File: src/rtl/hazard_ctrl.sv
// hazard_ctrl: scoreboard-based RAW stall and redirect flush generator
// for the IF/ID and ID/IX pipeline registers.
module hazard_ctrl #(
  parameter int WB_DIST     = 3,
  parameter int FLUSH_EXTRA = 0
) (
  input  logic        clk,
  input  logic        rst,
  input  logic        id_valid,
  input  logic [4:0]  id_rs,
  input  logic [4:0]  id_rt,
  input  logic        id_uses_rs,
  input  logic        id_uses_rt,
  input  logic        id_write_to_reg,
  input  logic [4:0]  id_dest,
  input  logic        ix_redirect,
  output logic        stall,
  output logic        flush,
  output logic        issue,
  output logic [31:0] busy_vec,
  output logic [15:0] stall_count,
  output logic [15:0] flush_count
);

  localparam logic [1:0] SetVal    = 2'(WB_DIST - 1);
  localparam logic [1:0] FlushLoad = 2'(FLUSH_EXTRA);

  logic [1:0]  cnt_q [32];
  logic [1:0]  cnt_d [32];
  logic [1:0]  flushHold_q;
  logic [1:0]  flushHold_d;
  logic [15:0] stallCount_q;
  logic [15:0] stallCount_d;
  logic [15:0] flushCount_q;
  logic [15:0] flushCount_d;
  logic        haz;

  // A register is busy while its countdown has not yet reached the regfile.
  always_comb begin
    busy_vec = '0;
    for (int r = 1; r < 32; r++) begin
      busy_vec[r] = (cnt_q[r] != 2'd0);
    end
  end

  // Hazard detection and stall/flush/issue decisions; flush beats stall.
  always_comb begin
    haz   = id_valid & ((id_uses_rs & busy_vec[id_rs]) |
                        (id_uses_rt & busy_vec[id_rt]));
    flush = ix_redirect | (flushHold_q != 2'd0);
    stall = haz & ~flush;
    issue = id_valid & ~haz & ~flush;
  end

  // Scoreboard next state: a new issuing write reloads, otherwise count down.
  always_comb begin
    for (int r = 0; r < 32; r++) begin
      cnt_d[r] = cnt_q[r];
      if (r == 0) begin
        cnt_d[r] = 2'd0;
      end else if (issue && id_write_to_reg && (id_dest == 5'(r))) begin
        cnt_d[r] = SetVal;
      end else if (cnt_q[r] != 2'd0) begin
        cnt_d[r] = cnt_q[r] - 2'd1;
      end
    end
  end

  // Flush hold reloads on every redirect so overlapping redirects extend it.
  always_comb begin
    flushHold_d = flushHold_q;
    if (ix_redirect) begin
      flushHold_d = FlushLoad;
    end else if (flushHold_q != 2'd0) begin
      flushHold_d = flushHold_q - 2'd1;
    end
  end

  // Saturating event counters for stall and flush cycles.
  always_comb begin
    stallCount_d = stallCount_q;
    flushCount_d = flushCount_q;
    if (stall && (stallCount_q != 16'hFFFF)) begin
      stallCount_d = stallCount_q + 16'd1;
    end
    if (flush && (flushCount_q != 16'hFFFF)) begin
      flushCount_d = flushCount_q + 16'd1;
    end
  end

  // State registers; reset forgets all pending writes and clears counters.
  always_ff @(posedge clk) begin
    if (rst) begin
      for (int r = 0; r < 32; r++) begin
        cnt_q[r] <= 2'd0;
      end
      flushHold_q  <= 2'd0;
      stallCount_q <= 16'd0;
      flushCount_q <= 16'd0;
    end else begin
      for (int r = 0; r < 32; r++) begin
        cnt_q[r] <= cnt_d[r];
      end
      flushHold_q  <= flushHold_d;
      stallCount_q <= stallCount_d;
      flushCount_q <= flushCount_d;
    end
  end

  assign stall_count = stallCount_q;
  assign flush_count = flushCount_q;

endmodule

File: config.mk
export PLATFORM = sky130hd
export DESIGN_NAME = hazard_ctrl
export DESIGN_NICKNAME = d
export VERILOG_FILES = /design/src/rtl/hazard_ctrl.sv
export SDC_FILE = /design/constraint.sdc
export NUM_CORES = 1
export LEC_CHECK = 0
export BUFFER_PORTS_ARGS = -buffer_cell sky130_fd_sc_hd__buf_4
export CAP_MARGIN = 20
export CORE_ASPECT_RATIO = 1.5
export CORE_MARGIN = 2
export CORE_UTILIZATION = 45
export CTS_CLUSTER_SIZE = 14
export DETAILED_ROUTE_END_ITERATION = 16
export HOLD_SLACK_MARGIN = 0.15
export PLACE_DENSITY_LB_ADDON = 0.15
export SKIP_LAST_GASP = 1
export SLEW_MARGIN = 20
export SYNTH_ARGS = -nofsm -noshare
export SYNTH_HDL_FRONTEND = slang
export SYNTH_SLANG_ARGS = --single-unit
File: constraint.sdc
create_clock -name clk -period 5.2 [get_ports clk]
set_input_delay 1.04 -clock clk [delete_from_list [all_inputs] [get_ports clk]]
set_output_delay 1.04 -clock clk [all_outputs]
set_load 0.02 [all_outputs]
Word level (Yosys, flattened, before mapping)
Memory sizes are Yosys's and may differ from the RTL's.
Cells that the tools add are included.
{"block": "word_totals", "regBits": 34, "mem_bits_rw": 64, "in_bits": 22, "output_inout_bits": 67, "wordCells": 283, "n_memories": 1}
{"block": "classes", "add_sub_neg": 34, "order_cmp": 2, "n_eq_ne": 33, "mux": 101, "bitwise_logic": 42, "n_reduce_logical": 67}
{"name": "cnt_q", "depth": 32, "width": 2, "read_ports": 31, "rd_ports_with_merged_regs": 0, "wr": 32, "line_no": "28", "text": "logic [1:0] cnt_q [32];"}
{"op": "2-bit 2-to-1 mux", "count": 94}
{"op": "5-bit == test, second input constant", "count": 16}
{"op": "2-bit nonzero test", "count": 32}
{"op": "2-bit by 1-bit subtractor with 2-bit output, second input constant", "count": 32}
{"op": "5-bit by 4-bit == test with 1-bit output, second input constant", "count": 8}
{"op": "1-bit logical AND", "count": 34}
{"op": "1-bit OR", "count": 34}
{"op": "16-bit by 1-bit adder with 16-bit output, second input constant", "count": 2}
{"op": "16-bit inequality test, second input constant", "count": 2}
{"op": "5-bit by 3-bit == test with 1-bit output, second input constant", "count": 4}
{"op": "5-bit by 6-bit < comparator with 1-bit output, second input constant", "count": 2}
{"op": "1-bit binary-select mux with 5-bit select", "count": 2}
{"op": "5-bit by 2-bit == test with 1-bit output, second input constant", "count": 2}
{"op": "1-bit bitwise AND", "count": 6}
{"op": "5-bit by 1-bit == test with 1-bit output, second input constant", "count": 1}
{"op": "1-bit 2-to-1 mux", "count": 5}
{"op": "1-bit NOT", "count": 2}
{"op": "2-bit OR reduction", "count": 1}

Depth between registers and ports, before layout
An unclocked memory read counts as a cell.
{"block": "logic_depth", "ltp_word": 14, "ltp_mapped": 11, "mapped_depth_nobuf": 9}

Worst setup path before layout
Ideal clock, no wire load.
{"block": "synth_path", "path_type": "input to output", "from": "input port id_rs[2]", "to": "output port issue", "arrival_time_ps": 3174, "required_time_ps": 4160, "path_slack_ps": 986, "path_stages": 9, "path_buffers": 3, "cell_sequence": "buf_4 > or3b_1 > o2111a_1 > nor4_2 > a311oi_1 > nor4_4 > buf_6 > buf_4 > nor2b_1"}
{"block": "synth_via", "elab_chain_len": 8}
{"item": "start: declaration", "line_no": "10", "text": "input logic [4:0] id_rs,"}
{"item": "1-bit binary-select mux with 5-bit select", "line_no": "48", "text": "haz = id_valid & ((id_uses_rs & busy_vec[id_rs]) |"}
{"item": "1-bit 2-to-1 mux (implied by the code)", "line_no": "48"}
{"item": "1-bit bitwise AND", "line_no": "48"}
{"item": "1-bit OR", "line_no": "48"}
{"item": "1-bit bitwise AND", "line_no": "48"}
{"item": "1-bit NOT", "line_no": "52", "text": "issue = id_valid & ~haz & ~flush;"}
{"item": "1-bit bitwise AND (2 in a row)", "line_no": "52"}
{"item": "end: declaration", "line_no": "19", "text": "output logic issue,"}
No other way between the ends. The select of a mux whose other input is x is not followed.

Worst setup path after layout
Ends and elaborated chain as after synthesis.

==> results.yml <==
placed_design:
  globalplace.congestion: 0.887
  pre_cts_slack_ps: 1210
  port_buffers: 87
  placed_cell_area_um2: 5500
  post-dp-hpwl_um: 9480
sta:
  report.final.slew_viol_count: 0
  setup_viol: 0
  setup_slack_ps: 1170
  timing.setup.tns_ps: 0
  finalClockSkew_ps: 8.85
  tightest_slew_ps: 1060
  final_critical_path_time_including_i_o_delays_and_setup_ps: 4030
  grt_setup_unrepaired: "no"
  fmaxAchievable_mhz: 248
  period_share_pct: 77.6
  final-hold-violation-count: 0
  slew_headroom_pct: 28.9
synth:
  synth_enable_flop_cells: 0
  synthesized_area_fraction_occupied_by_xor_and_xnor_cells_pct: 2.69
  synth_seq_area_share_pct: 39.4
  muxShareOfSynthArea_pct: 4.20
  mappedNetlistNets: 613
  synth.distinct_cells: 64
  synthAdderAreaFrac_pct: 0.769
  syn-instance-count: 588
  dominant_combinational_cell_family_by_area_after_synthesis: "simple AND/OR/NAND/NOR gates"
  yosys_register_bits: 96
  synth_ff_type: "dfxtp_1"
  synth_compound_area_share_pct: 17.1
  fraction_of_registers_with_async_set_reset_pct: 0
  synth-warning-count: 0
  synth.cell_area_um2: 4880
  post_synth_simple_gate_area_pct: 28.9
  post_synth.cell_area_avg_um2: 8.31
routing:
  antenna_violating_nets_post_route: 0
  vias_after_detailed_routing: 4625
  dr_wl_cell_um: 16.6
  drcViolationCount: 0
  via_per_inst: 5.75
  wl_um: 13400
  drt_first_pass_iters: 5
  first_iter_violations: 283
clock_network:
  cts-hold-fix-buffers: 0
  cts_resized: 0
  clock_tree.buffer_depth: 2
  clock_tree.htree_level_count: 3
  cts-root-buf: "clkbuf_16"
  clock_latency_ps: 340
  cts_setup_buffers: 0
  worst_setup_hold_path_clk_slew_ps: 60
  number_of_buffers_created_by_cts: 9
  cts_num_sinks: 96
  cts_tree: "done"
run:
  drv_cap: 0
setup_path:
  end_kind: "output port"
  cp.required_ps: 4160
  critical-path-top-delay-family: "simple AND/OR/NAND/NOR gates"
  cpMaxStageDelayCell: "nor4_4"
  cp.buffers_inverters: 2
  critical_path_arrival_ps: 2990
  timing.critical_path.cells: "buf_4 -> or3b_1 -> o2111a_1 -> nor4_2 -> a311oi_1 -> nor4_4 -> nor2b_1 -> buf_4"
  worstSetupStartpointType: "input pin"
  timing.critical_path.fanout_max: 28
  worst_path_most_repeated_cell: "buf_4"
  critical-path-max-stage-delay_ps: 420
  critPathKind: "in2out"
pwr:
  worst_ir_drop_vdd_v: 0.000191
  leakage_power_uw: 0.00244
  cellPowerDensity_nw_per_um2: 271
floorplan:
  dieHeight_um: 132
  row_count: 46
  pin_count: 89
  die_area_um2: 11700
  core_area_um2: 10600
  die_width_um: 89.1
  initial_utilization_pct: 46.1
final_layout:
  synthToLayoutAreaGrowth_pct: 19.5
  diodes: 0
  layout-drive-gt1-share_pct: 20.6
  design_area_um2: 5830
  fillCellCount: 1038
  fin_nets: 681
  finalCoreUtilization_pct: 55.1
global_routing:
  grt_start_max_net_pins: 102
  grt_antenna_before_repair: 0
  grt.total_usage_pct: 23.4
  grt_pass1_wl_um: 21600
  overflow: 0
  grt_pass1_vias: 4402
outcome:
  outcome: "completed"
min_path:
  hold_class: "reg2reg"
[layout by cell type (no fill, tap or decap), types with 6 or more instances in the layout]
cell type / netlist / layout
nand3_1: 18 / 18
nor3b_1: 8 / 8
a32oi_1: 31 / 31
nand2_1: 47 / 47
xor2_1: 13 / 13
and3_1: 6 / 6
buf_4: 6 / 92
nor3_1: 21 / 20
a211oi_1: 6 / 6
nor2b_1: 8 / 8
or2_2: 16 / 16
nand4_1: 8 / 8
dfxtp_1: 96 / 96
clkbuf_16: 0 / 9
or4_1: 9 / 9
inv_1: 21 / 21
a21oi_1: 47 / 47
o21ai_0: 11 / 11
o31ai_1: 9 / 9
nor2_1: 108 / 108
[per-stage QoR]
| stage | instances | hold slack, ps | power (uW) |
|---|---|---|---|
| 2_1_floorplan | 588 | 420 | 848 |
| 3_3_place_gp | 789 | 431 | 878 |
| 3_5_place_dp | 789 | 440 | 880 |
| 4_1_cts | 805 | 450 | 1600 |
| 5_1_grt | 805 | 481 | 1630 |
| 6_report | 805 | 451 | 1580 |
[report_power, final]
| group | switching (uW) | internal (uW) |
|---|---|---|
| Clock | 285 | 434 |
| Sequential | 3.86 | 738 |
| Combinational | 83.5 | 39.8 |
| Total | 372 | 1210 |
[final cells by class]
class                   instances  area [um2]  share of cell area (%)
clock buffers                  11         243                    4.16
clock inverters                 5        80.1                    1.37
inverters                      21        78.8                    1.35
multi-input cells             436        2640                    45.2
flip-flops and latches         96        1920                    32.9
well taps                     144         180                    3.09
repair buffers                 92         691                    11.8
[per-layer routing]
| metal | share of wire (%) | global-route usage, % | vias up |
|---|---|---|---|
| li1 | - | - | 2253 |
| met1 | 40 | 27.9 | 2188 |
| met2 | 51 | 39.6 | 154 |
| met3 | 5.4 | 4.15 | 30 |
| met4 | 3.2 | 10.9 | 0 |
| met5 | 0 | 0 | - |
[worst paths after layout]
check                                   from            to  slack [ps]  depth (start not counted)
worst max-delay path                id_rs[2]         issue        1170                          8
worst min-delay path            cnt_q[0][55]  cnt_q[0][54]         450                          2
worst max register to register  cnt_q[0][41]  cnt_q[0][28]        2080                          8
worst min register to register  cnt_q[0][55]  cnt_q[0][54]         450                          2
[kinds of logic (layout without fill, tap and decap cells)]
| logic type | count (synthesis) | after routing |
|---|---|---|
| DFF | 96 | 96 |
| and+or+nand+nor | 283 | 283 |
| buffers and inverters | 56 | 129 |
| xor gates and xnor gates | 15 | 15 |
| other | 1 | 1 |
| muxes | 12 | 12 |
| adders and majority gates | 3 | 3 |
| AOI/OAI and AO/OA | 122 | 122 |
[Yosys cell counts (7+ instances only)]
cell,instances,area share (%)
a21oi_1,47,4.8
a32oi_1,31,5.6
clkbuf_1,7,0.54
dfxtp_1,96,39
inv_1,21,1.6
nand2_1,47,3.6
nand3_1,18,1.8
nand4_1,8,1.0
nor2_1,108,8.3
nor2b_1,8,1.0
nor3_1,21,2.2
nor3b_1,8,1.2
o21ai_0,11,1.1
o31ai_1,9,1.4
or2_2,16,2.0
or4_1,9,1.4
xor2_1,13,2.3
[registers in the layout, summed over array words and instances, names as in the netlist]
| register | count |
|---|---|
| cnt_q | 62 |
| flushHold_q | 2 |
| flush_count | 16 |
| stall_count | 16 |
[tightest hold or removal path, stage by stage (launching register included)]
cell and delay (ps):
dfxtp_1 320, nand2_1 60, a21oi_1 30
(Power assumes the default switching activity.)
